### src/rtl/regfile.sv
// 32x32 register file: two combinational reads, one synchronous write, r0 = 0.
// Define REGFILE_BYPASS_EN to forward same-cycle write data to the read ports.
module regfile #(
  parameter int DATA_W = 32,
  parameter int ADDR_W = 5
) (
  input  logic              clk,
  input  logic              rst,
  input  logic              we,
  input  logic [ADDR_W-1:0] wa,
  input  logic [DATA_W-1:0] wd,
  input  logic [ADDR_W-1:0] ra1,
  input  logic [ADDR_W-1:0] ra2,
  output logic [DATA_W-1:0] rd1,
  output logic [DATA_W-1:0] rd2
);

  localparam int DEPTH = 2 ** ADDR_W;

  logic [DATA_W-1:0] mem [DEPTH];
  logic              wr_ok;

  assign wr_ok = we && (wa != '0);

  always_ff @(posedge clk) begin
    if (rst) begin
      for (int i = 0; i < DEPTH; i++) begin
        mem[i] <= '0;
      end
    end else if (wr_ok) begin
      mem[wa] <= wd;
    end
  end

  always_comb begin
    rd1 = '0;
    rd2 = '0;
    if (ra1 != '0) rd1 = mem[ra1];
    if (ra2 != '0) rd2 = mem[ra2];
`ifdef REGFILE_BYPASS_EN
    // wr_ok already excludes r0, so the zero register stays zero
    if (!rst && wr_ok && ra1 == wa) rd1 = wd;
    if (!rst && wr_ok && ra2 == wa) rd2 = wd;
`else
`endif
  end

endmodule

### config.mk
export PLATFORM = sky130hd
export DESIGN_NAME = regfile
export DESIGN_NICKNAME = d
export VERILOG_FILES = /design/src/rtl/regfile.sv
export SDC_FILE = /design/constraint.sdc
export NUM_CORES = 2
export LEC_CHECK = 0
export BUFFER_PORTS_ARGS = -buffer_cell sky130_fd_sc_hd__clkbuf_2
export CELL_PAD_IN_SITES_DETAIL_PLACEMENT = 1
export CELL_PAD_IN_SITES_GLOBAL_PLACEMENT = 2
export CORE_ASPECT_RATIO = 1.1
export CORE_MARGIN = 2
export CORE_UTILIZATION = 45
export DETAILED_ROUTE_END_ITERATION = 10
export HOLD_SLACK_MARGIN = 0.05
export PLACE_DENSITY_LB_ADDON = 0.12
export SYNTH_ARGS = -nofsm -noshare
export SYNTH_HDL_FRONTEND = slang
export SYNTH_SLANG_ARGS = --single-unit
### constraint.sdc
create_clock -name clk -period 3.7 [get_ports clk]
set_clock_uncertainty 0.2 [all_clocks]
set_input_delay 0.555 -clock clk [delete_from_list [all_inputs] [get_ports clk]]
set_output_delay 0.555 -clock clk [all_outputs]
set_load 0.01 [all_outputs]
Word-level counts from Yosys, hierarchy flattened:

Memories as Yosys holds them, arrays and structs flattened.
Cells that the tools add are included.

* register bits: 0
* memory bits (writable): 1024
* input bits: 50
* output and inout port bits: 64
* logic and storage cells: 16
* memories kept: 1

* multiplexer cells: 10
* reductions and logical operators: 5

Memories
* mem: words 32, bits a word 32, read ports 2, clocked after Yosys merged registers in 0, wr ports 32, line 20 `logic [DATA_W-1:0] mem [DEPTH];`

Operators by type and width (number)
* $mux 32: 3
* $reduce_or 32->1: 1
* $reduce_bool 5->1: 3
* $mux 1: 6
* $mux 5: 1
* $logic_and 1x1->1: 1

Longest topological paths before layout:

* depth after elaboration: 7
* depth in mapped cells: 9
* depth with buffers taken out: 4

Least setup slack after synthesis:

No wires, ideal clock.

* path kind: input-to-output
* from: in ra1[0]
* to: out rd1[10]
* data arrival time: 2225 ps
* data required time: 2945 ps
* path slack: 720 ps
* stages on the path: 7
* path buffers: 4
* path through: clkbuf_1 buf_6 buf_6 buf_6 mux4_2 a2111oi_0 nor3_1

* cells in the longest elaborated chain, start to end: 2
* elaborated cells between the ends (all ways): 3
* those cells by class: mux (1); reduce/logical (1); memory (1)

Ends and longest elaborated chain
* from (decl): line 12 `input logic [ADDR_W-1:0] ra1,`
* $mem_v2 32x32 / $reduce_bool 5->1 (equally long branches)
* $mux 32 *: line 38 `if (ra1 != '0) rd1 = mem[ra1];`
* to (decl): line 14 `output logic [DATA_W-1:0] rd1,`

Every way passes the cells marked *; elsewhere a longest branch is shown, timed or not.

Worst setup path in the final report:

* from: in ra1[3]
* to: out rd1[19]

Same word-level chain as after synthesis.

==> run_summary.xml <==
<?xml version="1.0" encoding="UTF-8"?>
<metrics>
  <group name="worst_setup_path">
    <metric name="slowest_stage" unit="">or3b_2</metric>
    <metric name="critical-path-top-delay-family" unit="">simple AND/OR/NAND/NOR gates</metric>
    <metric name="worst-endpoint-arrival" unit="ns">2.95</metric>
    <metric name="crit_path_max_fanout" unit="">7</metric>
    <metric name="timing.critical_path.slowest_cell_delay" unit="ns">0.68</metric>
    <metric name="critPathKind" unit="">input pin to output pin</metric>
    <metric name="worst-path-buf-inv" unit="">4</metric>
    <metric name="startpoint_kind_of_the_worst_setup_timing_path" unit="">input pin</metric>
    <metric name="critPathRequiredTime" unit="ns">2.94</metric>
    <metric name="cp_cell_sequence" unit="">clkbuf_2 &gt; or3b_2 &gt; buf_4 &gt; o22ai_1 &gt; a2111oi_2 &gt; buf_4 &gt; nor3_1 &gt; clkbuf_2</metric>
    <metric name="critical_path.endpoint_type" unit="">output pin</metric>
  </group>
  <group name="sta">
    <metric name="timing.final.setup_violations" unit="">1</metric>
    <metric name="final.hold.worst_slack" unit="ns">0.199</metric>
    <metric name="slew-limit-headroom" unit="%">30.6</metric>
    <metric name="grt_setup_unrepaired" unit="">true</metric>
    <metric name="max_freq" unit="MHz">270</metric>
    <metric name="min_period" unit="ns">3.70</metric>
    <metric name="hold_viol_final" unit="">0</metric>
    <metric name="post-route-period-util" unit="%">100</metric>
    <metric name="slew_violations" unit="">0</metric>
    <metric name="timing_worst_slew_pin_value" unit="ns">1.03</metric>
    <metric name="fin_ws" unit="ns">-0.000520</metric>
    <metric name="final.setup.tns" unit="ns">-0.000520</metric>
  </group>
  <group name="clock_tree">
    <metric name="cts_tree" unit="">yes</metric>
    <metric name="cts_hold_buffers" unit="">0</metric>
    <metric name="clock-sinks" unit="">1024</metric>
    <metric name="clockRootBuffer" unit="">clkbuf_16</metric>
    <metric name="clk_pin_slew" unit="ns">0.06</metric>
    <metric name="cts.htree.levels" unit="">3</metric>
    <metric name="cts_inserted_buffers" unit="">112</metric>
    <metric name="cts-root-to-sink-buffers" unit="">3</metric>
  </group>
  <group name="logic_synthesis">
    <metric name="count_of_flip_flops_with_a_built_in_enable_after_synthesis" unit="">1024</metric>
    <metric name="synthMostInstantiatedCell" unit="">edfxtp_1</metric>
    <metric name="synthTopCellsByCount" unit="">edfxtp_1, and2_1, mux4_2, clkbuf_1, mux2i_1</metric>
    <metric name="synthesis.area" unit="mm^2">0.0542</metric>
    <metric name="synthArstFlopShare" unit="%">0</metric>
    <metric name="yosysTopAreaCell" unit="">edfxtp_1</metric>
    <metric name="synthFlopType" unit="">edfxtp_1</metric>
    <metric name="syn-mean-instance-area" unit="um^2">15.5</metric>
    <metric name="syn-instance-count" unit="">3502</metric>
    <metric name="synth.yosys.seq_area_share" unit="%">56.7</metric>
    <metric name="yosys_register_bits" unit="">1024</metric>
    <metric name="synth_cell_types" unit="">42</metric>
    <metric name="post-synth-top-area-fraction" unit="%">56.7</metric>
    <metric name="synth_top_cells_by_area" unit="">edfxtp_1, mux4_2, and2_1</metric>
    <metric name="yosysWarningCount" unit="">0</metric>
  </group>
  <group name="routing">
    <metric name="drt_pass1_iterations" unit="">5</metric>
    <metric name="totalWireLength" unit="um">199000</metric>
    <metric name="drc" unit="">0</metric>
    <metric name="route.antenna.remaining_nets" unit="">0</metric>
    <metric name="route.vias.total" unit="">34800</metric>
    <metric name="detail_route.iter0.violations" unit="">4554</metric>
    <metric name="detail_route.vias_per_cell" unit="">6.54</metric>
    <metric name="wire_per_inst" unit="um">37.3</metric>
  </group>
  <group name="layout">
    <metric name="largest_register_ffs" unit="">1024</metric>
    <metric name="largest_register" unit="">mem</metric>
    <metric name="area_growth_syn_to_layout" unit="%">15.0</metric>
    <metric name="layout.nets" unit="">3726</metric>
    <metric name="biggestRegsByFlops" unit="">mem: 1024 flops</metric>
    <metric name="drive_above_1_share" unit="%">31.3</metric>
  </group>
  <group name="min_path">
    <metric name="hold_path_class" unit="">input pin to flop</metric>
  </group>
  <group name="run_status">
    <metric name="status" unit="">complete, but fails checks</metric>
    <metric name="failed_checks" unit="">negative setup slack</metric>
  </group>
  <group name="placed_design">
    <metric name="place.detailed.hpwl" unit="um">127000</metric>
    <metric name="gp_routability_congestion" unit="">0.878</metric>
    <metric name="buffer_ports.inserted" unit="">113</metric>
  </group>
  <group name="floorplanning">
    <metric name="initial_utilization" unit="%">45.4</metric>
    <metric name="floorplan.die_area" unit="mm^2">0.123</metric>
    <metric name="die_x" unit="um">335</metric>
    <metric name="fp-row-count" unit="">133</metric>
    <metric name="fp.dieH" unit="um">368</metric>
    <metric name="fp.coreArea" unit="mm^2">0.119</metric>
    <metric name="io_pins" unit="">114</metric>
  </group>
  <group name="global_route">
    <metric name="globalRoute.totalOverflow" unit="">0</metric>
    <metric name="vias_in_the_first_global_route" unit="">37000</metric>
    <metric name="grt_antenna_before_repair" unit="">9</metric>
    <metric name="wire_length_of_the_first_global_routing_pass" unit="um">279000</metric>
    <metric name="pin_count_of_the_biggest_net_entering_global_routing" unit="">51</metric>
    <metric name="gr-usage-all-layers" unit="%">32.3</metric>
  </group>
  <group name="job">
    <metric name="drv_cap" unit="">0</metric>
  </group>
  <group name="power">
    <metric name="irDropWorstVdd" unit="uV">481</metric>
    <metric name="cellPowerDensity" unit="mW/mm^2">464</metric>
    <metric name="leakage_power" unit="uW">0.0218</metric>
  </group>
</metrics>
==> logic make-up (layout without fill, tap and decap cells) <==
family,count (synthesis),count (layout),share of synthesized area (%)
flip-flops,1024,1024,56.7
AO/OA/AOI/OAI,259,259,3.65
AND/OR/NAND/NOR,1177,1177,13.3
other,1,37,0.00691
multiplexers,652,652,23.0
buffers and inverters,389,624,3.31
==> per-layer routing <==
metal / track usage (%) / vias to the layer above / part of all wire (%)
met4: 11.1 / 0 / 3.1
met2: 53.1 / 1767 / 49
li1: - / 13900 / -
met1: 43.2 / 18700 / 39
met3: 6.01 / 384 / 8.7
met5: 0 / - / 0
==> report_power, final <==
part           switching (uW)  internal (uW)
logic                    2120           1630
registers                 363          13400
clock network            4890           6550
total                    7370          21600
==> metrics by stage <==
step	worst slack, ns	cells	area, um^2	utilization [%]	total power [uW]
floorplan	0.720	3533	54300	-	15900
global placement	-0.464	5104	58400	48.9	17500
detailed placement	-0.468	5104	58400	48.9	17700
CTS	0.0138	5310	62200	52.0	29000
global route	-0.0267	5322	62400	52.2	29600
finish	-0.000520	5325	62400	52.2	29000
==> worst paths after layout <==
kind	start	end	depth (start not counted)
setup / recovery	ra1[3]	rd1[19]	8
hold / removal	rst	mem[0][16]	2
==> final cells by class <==
class                           instances  area [um^2]
Tap cell                             1552         1940
Inverter                                2         7.51
Clock inverter                         75          673
Antenna cell                            5         12.5
Timing Repair Buffer                  416         3820
Fill cell                           11200        57100
Clock buffer                          131         2980
Sequential cell                      1024        30700
Multi-Input combinational cell       2120        22200
==> timing repair <==
action | CTS | global route
hold endpoints to repair | 0 | 0
setup buffers | 0 | 10
cloned | 0 | 0
gates resized for setup | 19 | 20
endpoints found under the setup margin | 25 | 20
==> placed cells by master, fill, tap and decap left out, types with 6 or more instances in the layout <==
| master | instances |
|---|---|
| edfxtp_1 | 1024 |
| and2_1 | 994 |
| mux4_2 | 472 |
| buf_4 | 233 |
| mux2i_1 | 150 |
| clkbuf_16 | 117 |
| clkbuf_2 | 106 |
| o22ai_1 | 99 |
| buf_12 | 66 |
| a22o_1 | 51 |
| nor3_1 | 51 |
| clkinv_1 | 33 |
| or2_2 | 33 |
| conb_1 | 32 |
| mux2_2 | 30 |
| a2111oi_1 | 27 |
| nor2_4 | 25 |
| clkinv_2 | 18 |
| a22oi_1 | 16 |
| clkbuf_1 | 14 |
| a2111oi_0 | 13 |
| a2111oi_2 | 13 |
| a21oi_1 | 12 |
| nor2b_1 | 12 |
| bufinv_16 | 12 |
| clkinvlp_4 | 9 |
| nand2_1 | 7 |
| nor2_2 | 7 |
| a211oi_1 | 6 |
| buf_16 | 6 |
Note: power is estimated with default switching activity, not from simulation.
